### config.mk
export PLATFORM = sky130hd
export DESIGN_NAME = tc_cfg_seq
export DESIGN_NICKNAME = d
export VERILOG_FILES = /design/src/rtl/tc_cfg_seq.sv
export SDC_FILE = /design/constraint.sdc
export NUM_CORES = 1
export LEC_CHECK = 0
export CAP_MARGIN = 20
export CORE_ASPECT_RATIO = 1.2
export CORE_UTILIZATION = 42
export DETAILED_ROUTE_END_ITERATION = 10
export PLACE_DENSITY_LB_ADDON = 0.1
export SETUP_SLACK_MARGIN = 0.05
export SYNTH_ARGS = -nofsm -noshare
export SYNTH_HDL_FRONTEND = slang
export SYNTH_SLANG_ARGS = --single-unit
### constraint.sdc
create_clock -name clk -period 1.85 [get_ports clk]
set_input_delay 0.185 -clock clk [delete_from_list [all_inputs] [get_ports clk]]
set_output_delay 0.185 -clock clk [all_outputs]
set_load 0.02 [all_outputs]
### src/rtl/tc_cfg_seq.sv
// Bus-master sequencer: programs the 8-bit timer, services n compare interrupts, then stops it.
// Define TCSEQ_ABORT_EN to honour the abort input; otherwise abort is ignored.
module tc_cfg_seq #(
  parameter int RD_LAT  = 1,
  parameter int TIMEOUT = 1000,
  parameter int TO_W    = 16
) (
  input  logic       clk,
  input  logic       rst,
  input  logic       start,
  input  logic       abort,
  input  logic [7:0] cfg_mode,
  input  logic [7:0] cfg_clksel,
  input  logic [7:0] cfg_ocra,
  input  logic [7:0] cfg_timsk,
  input  logic [7:0] n_events,
  output logic [7:0] addr,
  output logic [7:0] wdata,
  output logic       write,
  output logic       read,
  input  logic [7:0] rdata,
  input  logic       irq,
  output logic       busy,
  output logic       done,
  output logic       err,
  output logic [7:0] evt_count,
  output logic [7:0] last_tcnt
);

  localparam logic [7:0] A_TIFR  = 8'h15;
  localparam logic [7:0] A_TCCRA = 8'h24;
  localparam logic [7:0] A_TCCRB = 8'h25;
  localparam logic [7:0] A_TCNT  = 8'h26;
  localparam logic [7:0] A_OCRA  = 8'h27;
  localparam logic [7:0] A_TIMSK = 8'h6E;

  typedef enum logic [2:0] {
    S_IDLE, S_CFG, S_WAIT, S_RD, S_RDW, S_CLR, S_STOP, S_DONE
  } state_t;

  state_t          state_q, state_d;
  logic [2:0]      idx_q, idx_d;
  logic [TO_W-1:0] cnt_q, cnt_d;
  logic [7:0]      mode_q, mode_d, clksel_q, clksel_d, ocra_q, ocra_d, timsk_q, timsk_d;
  logic [7:0]      nev_q, nev_d, evt_q, evt_d, tcnt_q, tcnt_d;
  logic            err_q, err_d;

`ifdef TCSEQ_ABORT_EN
  logic abort_act;
  assign abort_act = abort && (state_q inside {S_CFG, S_WAIT, S_RD, S_RDW, S_CLR});
`else
  logic unused_abort;
  assign unused_abort = abort;
`endif

  assign busy      = !(state_q inside {S_IDLE, S_DONE});
  assign err       = err_q;
  assign evt_count = evt_q;
  assign last_tcnt = tcnt_q;

  always_comb begin
    state_d  = state_q;
    idx_d    = idx_q;
    cnt_d    = cnt_q;
    mode_d   = mode_q;
    clksel_d = clksel_q;
    ocra_d   = ocra_q;
    timsk_d  = timsk_q;
    nev_d    = nev_q;
    evt_d    = evt_q;
    tcnt_d   = tcnt_q;
    err_d    = err_q;
    addr     = 8'h00;
    wdata    = 8'h00;
    write    = 1'b0;
    read     = 1'b0;
    done     = 1'b0;

    case (state_q)
      S_IDLE: begin
        if (start) begin
          mode_d   = cfg_mode;
          clksel_d = cfg_clksel;
          ocra_d   = cfg_ocra;
          timsk_d  = cfg_timsk;
          nev_d    = n_events;
          evt_d    = 8'h00;
          err_d    = 1'b0;
          idx_d    = 3'd0;
          state_d  = S_CFG;
        end
      end
      S_CFG: begin
        // Timer is stopped first so the remaining registers are written while it is frozen
        write = 1'b1;
        case (idx_q)
          3'd0:    begin addr = A_TCCRB; wdata = 8'h00;    end
          3'd1:    begin addr = A_TCCRA; wdata = mode_q;   end
          3'd2:    begin addr = A_OCRA;  wdata = ocra_q;   end
          3'd3:    begin addr = A_TCNT;  wdata = 8'h00;    end
          3'd4:    begin addr = A_TIFR;  wdata = 8'h07;    end
          3'd5:    begin addr = A_TIMSK; wdata = timsk_q;  end
          default: begin addr = A_TCCRB; wdata = clksel_q; end
        endcase
        if (idx_q == 3'd6) begin
          cnt_d   = '0;
          state_d = (nev_q == 8'h00) ? S_STOP : S_WAIT;
        end else begin
          idx_d = idx_q + 3'd1;
        end
      end
      S_WAIT: begin
        if (irq) begin
          state_d = S_RD;
        end else if (cnt_q == TO_W'(TIMEOUT - 1)) begin
          err_d   = 1'b1;
          state_d = S_STOP;
        end else begin
          cnt_d = cnt_q + 1'b1;
        end
      end
      S_RD: begin
        read    = 1'b1;
        addr    = A_TCNT;
        cnt_d   = '0;
        state_d = S_RDW;
      end
      S_RDW: begin
        if (cnt_q == TO_W'(RD_LAT - 1)) begin
          tcnt_d  = rdata;
          state_d = S_CLR;
        end else begin
          cnt_d = cnt_q + 1'b1;
        end
      end
      S_CLR: begin
        write   = 1'b1;
        addr    = A_TIFR;
        wdata   = 8'h07;
        evt_d   = evt_q + 8'd1;
        cnt_d   = '0;
        state_d = (evt_d == nev_q) ? S_STOP : S_WAIT;
      end
      S_STOP: begin
        write   = 1'b1;
        addr    = A_TCCRB;
        wdata   = 8'h00;
        state_d = S_DONE;
      end
      S_DONE: begin
        done    = 1'b1;
        state_d = S_IDLE;
      end
      default: state_d = S_IDLE;
    endcase

`ifdef TCSEQ_ABORT_EN
    // Any strobe issued this cycle still completes; only the successor state is overridden
    if (abort_act) begin
      state_d = S_STOP;
      err_d   = err_q;
    end
`endif
  end

  always_ff @(posedge clk) begin
    if (rst) begin
      state_q  <= S_IDLE;
      idx_q    <= 3'd0;
      cnt_q    <= '0;
      mode_q   <= 8'h00;
      clksel_q <= 8'h00;
      ocra_q   <= 8'h00;
      timsk_q  <= 8'h00;
      nev_q    <= 8'h00;
      evt_q    <= 8'h00;
      tcnt_q   <= 8'h00;
      err_q    <= 1'b0;
    end else begin
      state_q  <= state_d;
      idx_q    <= idx_d;
      cnt_q    <= cnt_d;
      mode_q   <= mode_d;
      clksel_q <= clksel_d;
      ocra_q   <= ocra_d;
      timsk_q  <= timsk_d;
      nev_q    <= nev_d;
      evt_q    <= evt_d;
      tcnt_q   <= tcnt_d;
      err_q    <= err_d;
    end
  end

endmodule

### Word level (Yosys, flattened, before mapping)

Cells that the tools add are included.

* add/sub/neg operators: 3
* equal/unequal tests: 24
* mux-type cells: 29
* reductions and logical operators: 20

Operators by type and width (count)
* 16-bit two-way mux: 4
* 16-bit case mux with 4 select lines: 1
* 8-bit case mux with 5 select lines: 1
* 7-bit case mux with 5 select lines: 1
* 8-bit case mux with 2 select lines: 2
* 7-bit case mux with 4 select lines: 1
* 3-bit two-way mux: 9
* 3-bit case mux with 8 select lines: 1
* 3-bit equality test (second input constant): 7
* 16-bit by 1-bit adder with 16-bit output (second input constant): 1
* 16-bit by 10-bit equality test with 1-bit output (second input constant): 1
* 16-bit logical NOT: 1
* 2-bit != test (second input constant): 8
* 3-bit by 2-bit equality test with 1-bit output (second input constant): 4
* 8-bit by 1-bit adder with 8-bit output (second input constant): 1
* 8-bit equality test: 1
* 8-bit logical NOT: 1
* 8-bit two-way mux: 1
* 4-bit AND reduction: 2
* 2-bit nonzero test: 4
* 3-bit by 1-bit equality test with 1-bit output (second input constant): 2
* 3-bit logical NOT: 2
* 1-bit two-way mux: 6
* 3-bit case mux with 2 select lines: 1
* 10 further kinds: 13

* bits in registers: 79
* input bits: 53
* output and inout bits: 37
* word-level logic and storage cells: 87

### Longest topological paths before layout

* depth after elaboration: 4
* depth in mapped cells: 9
* mapped depth without buffers: 7

### Least setup slack after synthesis

OpenSTA, ideal clock, no wires.

* kind: register -> output
* from: register idx_q[0]
* to: output wdata[3]
* arrival time: 2.071 ns
* data required time: 1.665 ns
* slack: -0.406 ns
* stages on the path, launching flop included: 7
* buffers on the path: 0
* path through: dfxtp_1 > inv_1 > ha_1 > nor2b_1 > nor4_1 > a311oi_1 > nor3_1

* word-level cells in the longest chain between the ends: 4
* elaborated cells between the ends (all ways): 9
* those cells by class: eq/ne (5); mux (2); reduce/logical (2)

Ends and longest elaborated chain
* start: declaration: line 42 `logic [2:0] idx_q, idx_d;`
* start signal: assignment: line 181 `idx_q <= idx_d;`
* 3-bit by 2-bit equality test with 1-bit output or 3-bit logical NOT (tied branches): line 96 `case (idx_q)`
* 2-bit OR reduction (no line)
* 8-bit case mux with 5 select lines *: line 96
* 8-bit case mux with 2 select lines *: line 79 `case (state_q)`
* end: declaration: line 18 `output logic [7:0] wdata,`

Mark *: on every way between the ends. The rest lies on a longest branch, timed or not.

### Final worst setup path

* from: register idx_q[0]
* to: output wdata[1]

Same word-level chain as after synthesis.

==> impl_metrics.tcl <==
set metrics [dict create \
    status "complete, but fails checks" \
    violations "negative setup slack" \
    yosysTopAreaCellShare_pct 37.9 \
    dieHeight_um 111 \
    grt_pass1_wl_mm 19.1 \
    powerDensity_nw_per_um2 693 \
    final_antenna_net_count 0 \
    cts.sinks 79 \
    syn-num-nets 596 \
    crit_type "register to primary output" \
    syn_area_per_cell_um2 7.79 \
    fin_crit_sh_pct 113 \
    post-route-drc-count 0 \
    synth_largest_area_cell "dfxtp_1" \
    final_util_pct 65.8 \
    synth_common_cells "nand2_1, a21oi_1, dfxtp_1" \
    syn_inst 535 \
    initial_utilization_pct 43.6 \
    path_clk_slew_ps 60 \
    hold_viol_final 0 \
    final.setup_skew_ps 7.45 \
    period_minus_slack_ps 2080 \
    h-tree-depth 3 \
    synth-edff-count 0 \
    wl_mm 12.0 \
    crit_family "simple AND/OR/NAND/NOR gates" \
    required_ps 1660 \
    antenna_found_initial 0 \
    rows 39 \
    layout-drive-gt1-share_pct 28.5 \
    ir_drop_v 0.000534 \
    port_buffers 87 \
    holdWs_ps 261 \
    cts_tree "yes" \
    path_max_fanout 7 \
    clock_path_buffers 2 \
    syn_area_um2 4170 \
    core-area_um2 9560 \
    grt_usage_pct 23.0 \
    die_area_um2 10300 \
    grt_max_degree 43 \
    overflow 0 \
    yosysSeqAreaShare_pct 37.9 \
    die_w_um 93.0 \
    yosysMostFrequentCell "nand2_1" \
    async_flop_share_pct 0 \
    fin_nets 722 \
    post_drt_wl_per_cell_um 15.2 \
    cp.arrival_ps 1900 \
    critPathBufInv 3 \
    vias 4262 \
    cpPeakStageDelay_ps 380 \
    cp_cell_sequence "inv_4 -> ha_4 -> nor2b_4 -> nor4_4 -> buf_6 -> a211oi_2 -> nor2_1 -> buf_4" \
    synth-seq-cells 79 \
    clockRootBuffer "clkbuf_16" \
    first_iter_violations 177 \
    cp-start-kind "register" \
    layout_setup_ws_ps -234 \
    first_pass_iters 4 \
    ys_types 64 \
    ys_warn_count 0 \
    num_io_pins 90 \
    tns_ps -4320 \
    worstSkewPairLatency_ps 330 \
    cap_violations 0 \
    hpwlAfterDp_mm 8.14 \
    rsz0062_at_grt "true" \
    max_freq_mhz 480 \
    antenna-diode-count 0 \
    finalSetupViolations 28 \
    grt_pass1_vias 4156 \
    power_uw 4360 \
    place.gp.congestion 0.809 \
    syn_to_final_growth_pct 51.1 \
    p_leak_uw 0.00241 \
    routed_via_density 5.40 \
    cts-buffers-inserted 9 \
    dp_slack_ps -443 \
    synth.area.top_cells "dfxtp_1, a21oi_1, nand2_1" \
    hold_path.class "input pin to register" \
    synth_ff_type "dfxtp_1" \
    final-max-slew-violation-count 0 \
    critPathCaptureType "primary output" \
    crit_slowest_cell "dfxtp_4" \
]
-- routing by layer --
layer | vias up | part of all wire (%) | wire, um | track usage [%]
met1 | 2012 | 42 | 5000 | 27.2
met4 | 0 | 2.1 | 252 | 8.51
li1 | 2149 | - | - | -
met5 | - | 0 | 0 | 0
met2 | 84 | 52 | 6230 | 40.0
met3 | 17 | 4.3 | 511 | 5.01
-- worst reg2reg max path: stages (launching register included) --
cell and delay [ps]:
dfxtp_4 360, inv_4 70, ha_4 120, buf_6 170, a21o_2 170, a21o_4 140, o221ai_4 120, buf_12 170
or4_1 470, a21oi_1 170
-- final cells by class --
| cell class | instances | area, um2 |
|---|---|---|
| flip-flops and latches | 79 | 1600 |
| multi-input cells | 405 | 2700 |
| clock inverters | 5 | 78.8 |
| inverters | 11 | 46.3 |
| clock buffers | 11 | 243 |
| fillers | 842 | 3270 |
| well taps | 123 | 154 |
| repair buffers | 155 | 1470 |
-- per-stage QoR --
stage | instances | cell area, um2
detailed placement | 757 | 5490
CTS | 776 | 5970
global placement | 757 | 5490
finish | 789 | 6300
floorplan | 535 | 4260
global route | 789 | 6300
-- placed cells by master (no fill, tap or decap), drive strengths merged, types with 4 or more instances in the layout --
master | synthesis | layout
or4 | 13 | 13
clkbuf | 28 | 14
nand4 | 6 | 6
nor2 | 34 | 34
a31oi | 4 | 4
ha | 8 | 8
nand2 | 114 | 114
nand3 | 17 | 17
dfxtp | 79 | 79
nor3 | 13 | 13
nor4 | 7 | 7
o31ai | 11 | 11
a311oi | 6 | 6
a22oi | 5 | 5
a21oi | 86 | 86
clkdlybuf4s50 | 0 | 67
or3 | 7 | 8
xnor2 | 9 | 9
buf | 12 | 82
inv | 11 | 12
o21ai | 14 | 14
and3 | 6 | 6
-- logic make-up after synthesis --
kind of cell | count (synthesis) | synth area share, %
simple gates | 235 | 28.3
mux | 2 | 0.480
compound gates | 147 | 21.5
buf+inv | 52 | 6.99
xor+xnor | 11 | 2.31
flops | 79 | 37.9
other cells | 1 | 0.0899
fa+ha+maj | 8 | 2.40
-- what timing repair did --
action / in CTS / in global routing
pin swaps: 18 / 24
gates resized for setup: 114 / 52
setup endpoints to repair: 44 / 41
hold buffers: 0 / 0
buffers inserted: 3 / 9
cloned: 1 / 4
-- state kept, by name, indices dropped and copies added, names as in the netlist --
signal and cells:
idx_q 3, cnt_q 16, timsk_q 8, ocra_q 8, err 1, state_q 3
mode_q 8, clksel_q 8, evt_count 8, last_tcnt 8, nev_q 8
-- path summary, 6_finish.rpt --
path | end | slack (ps) | start | depth (start not counted)
min | cnt_q[7]$_SDFFE_PP0P_ | 260 | rst | 3
min reg2reg | clksel_q[5]$_SDFFE_PP0P_ | 460 | clksel_q[5]$_SDFFE_PP0P_ | 2
max reg2reg | cnt_q[11]$_SDFFE_PP0P_ | -180 | idx_q[0]$_SDFFE_PP0P_ | 9
max | wdata[1] | -230 | idx_q[0]$_SDFFE_PP0P_ | 8
-- where the power goes --
| group | switching [uW] | leakage, uW | total (uW) | internal, uW |
|---|---|---|---|---|
| registers | 55.9 | 0.000648 | 1820 | 1760 |
| logic | 330 | 0.00160 | 633 | 303 |
| clock network | 694 | 0.000160 | 1910 | 1220 |
| total | 1080 | 0.00241 | 4360 | 3280 |
(Power assumes the default switching activity.)
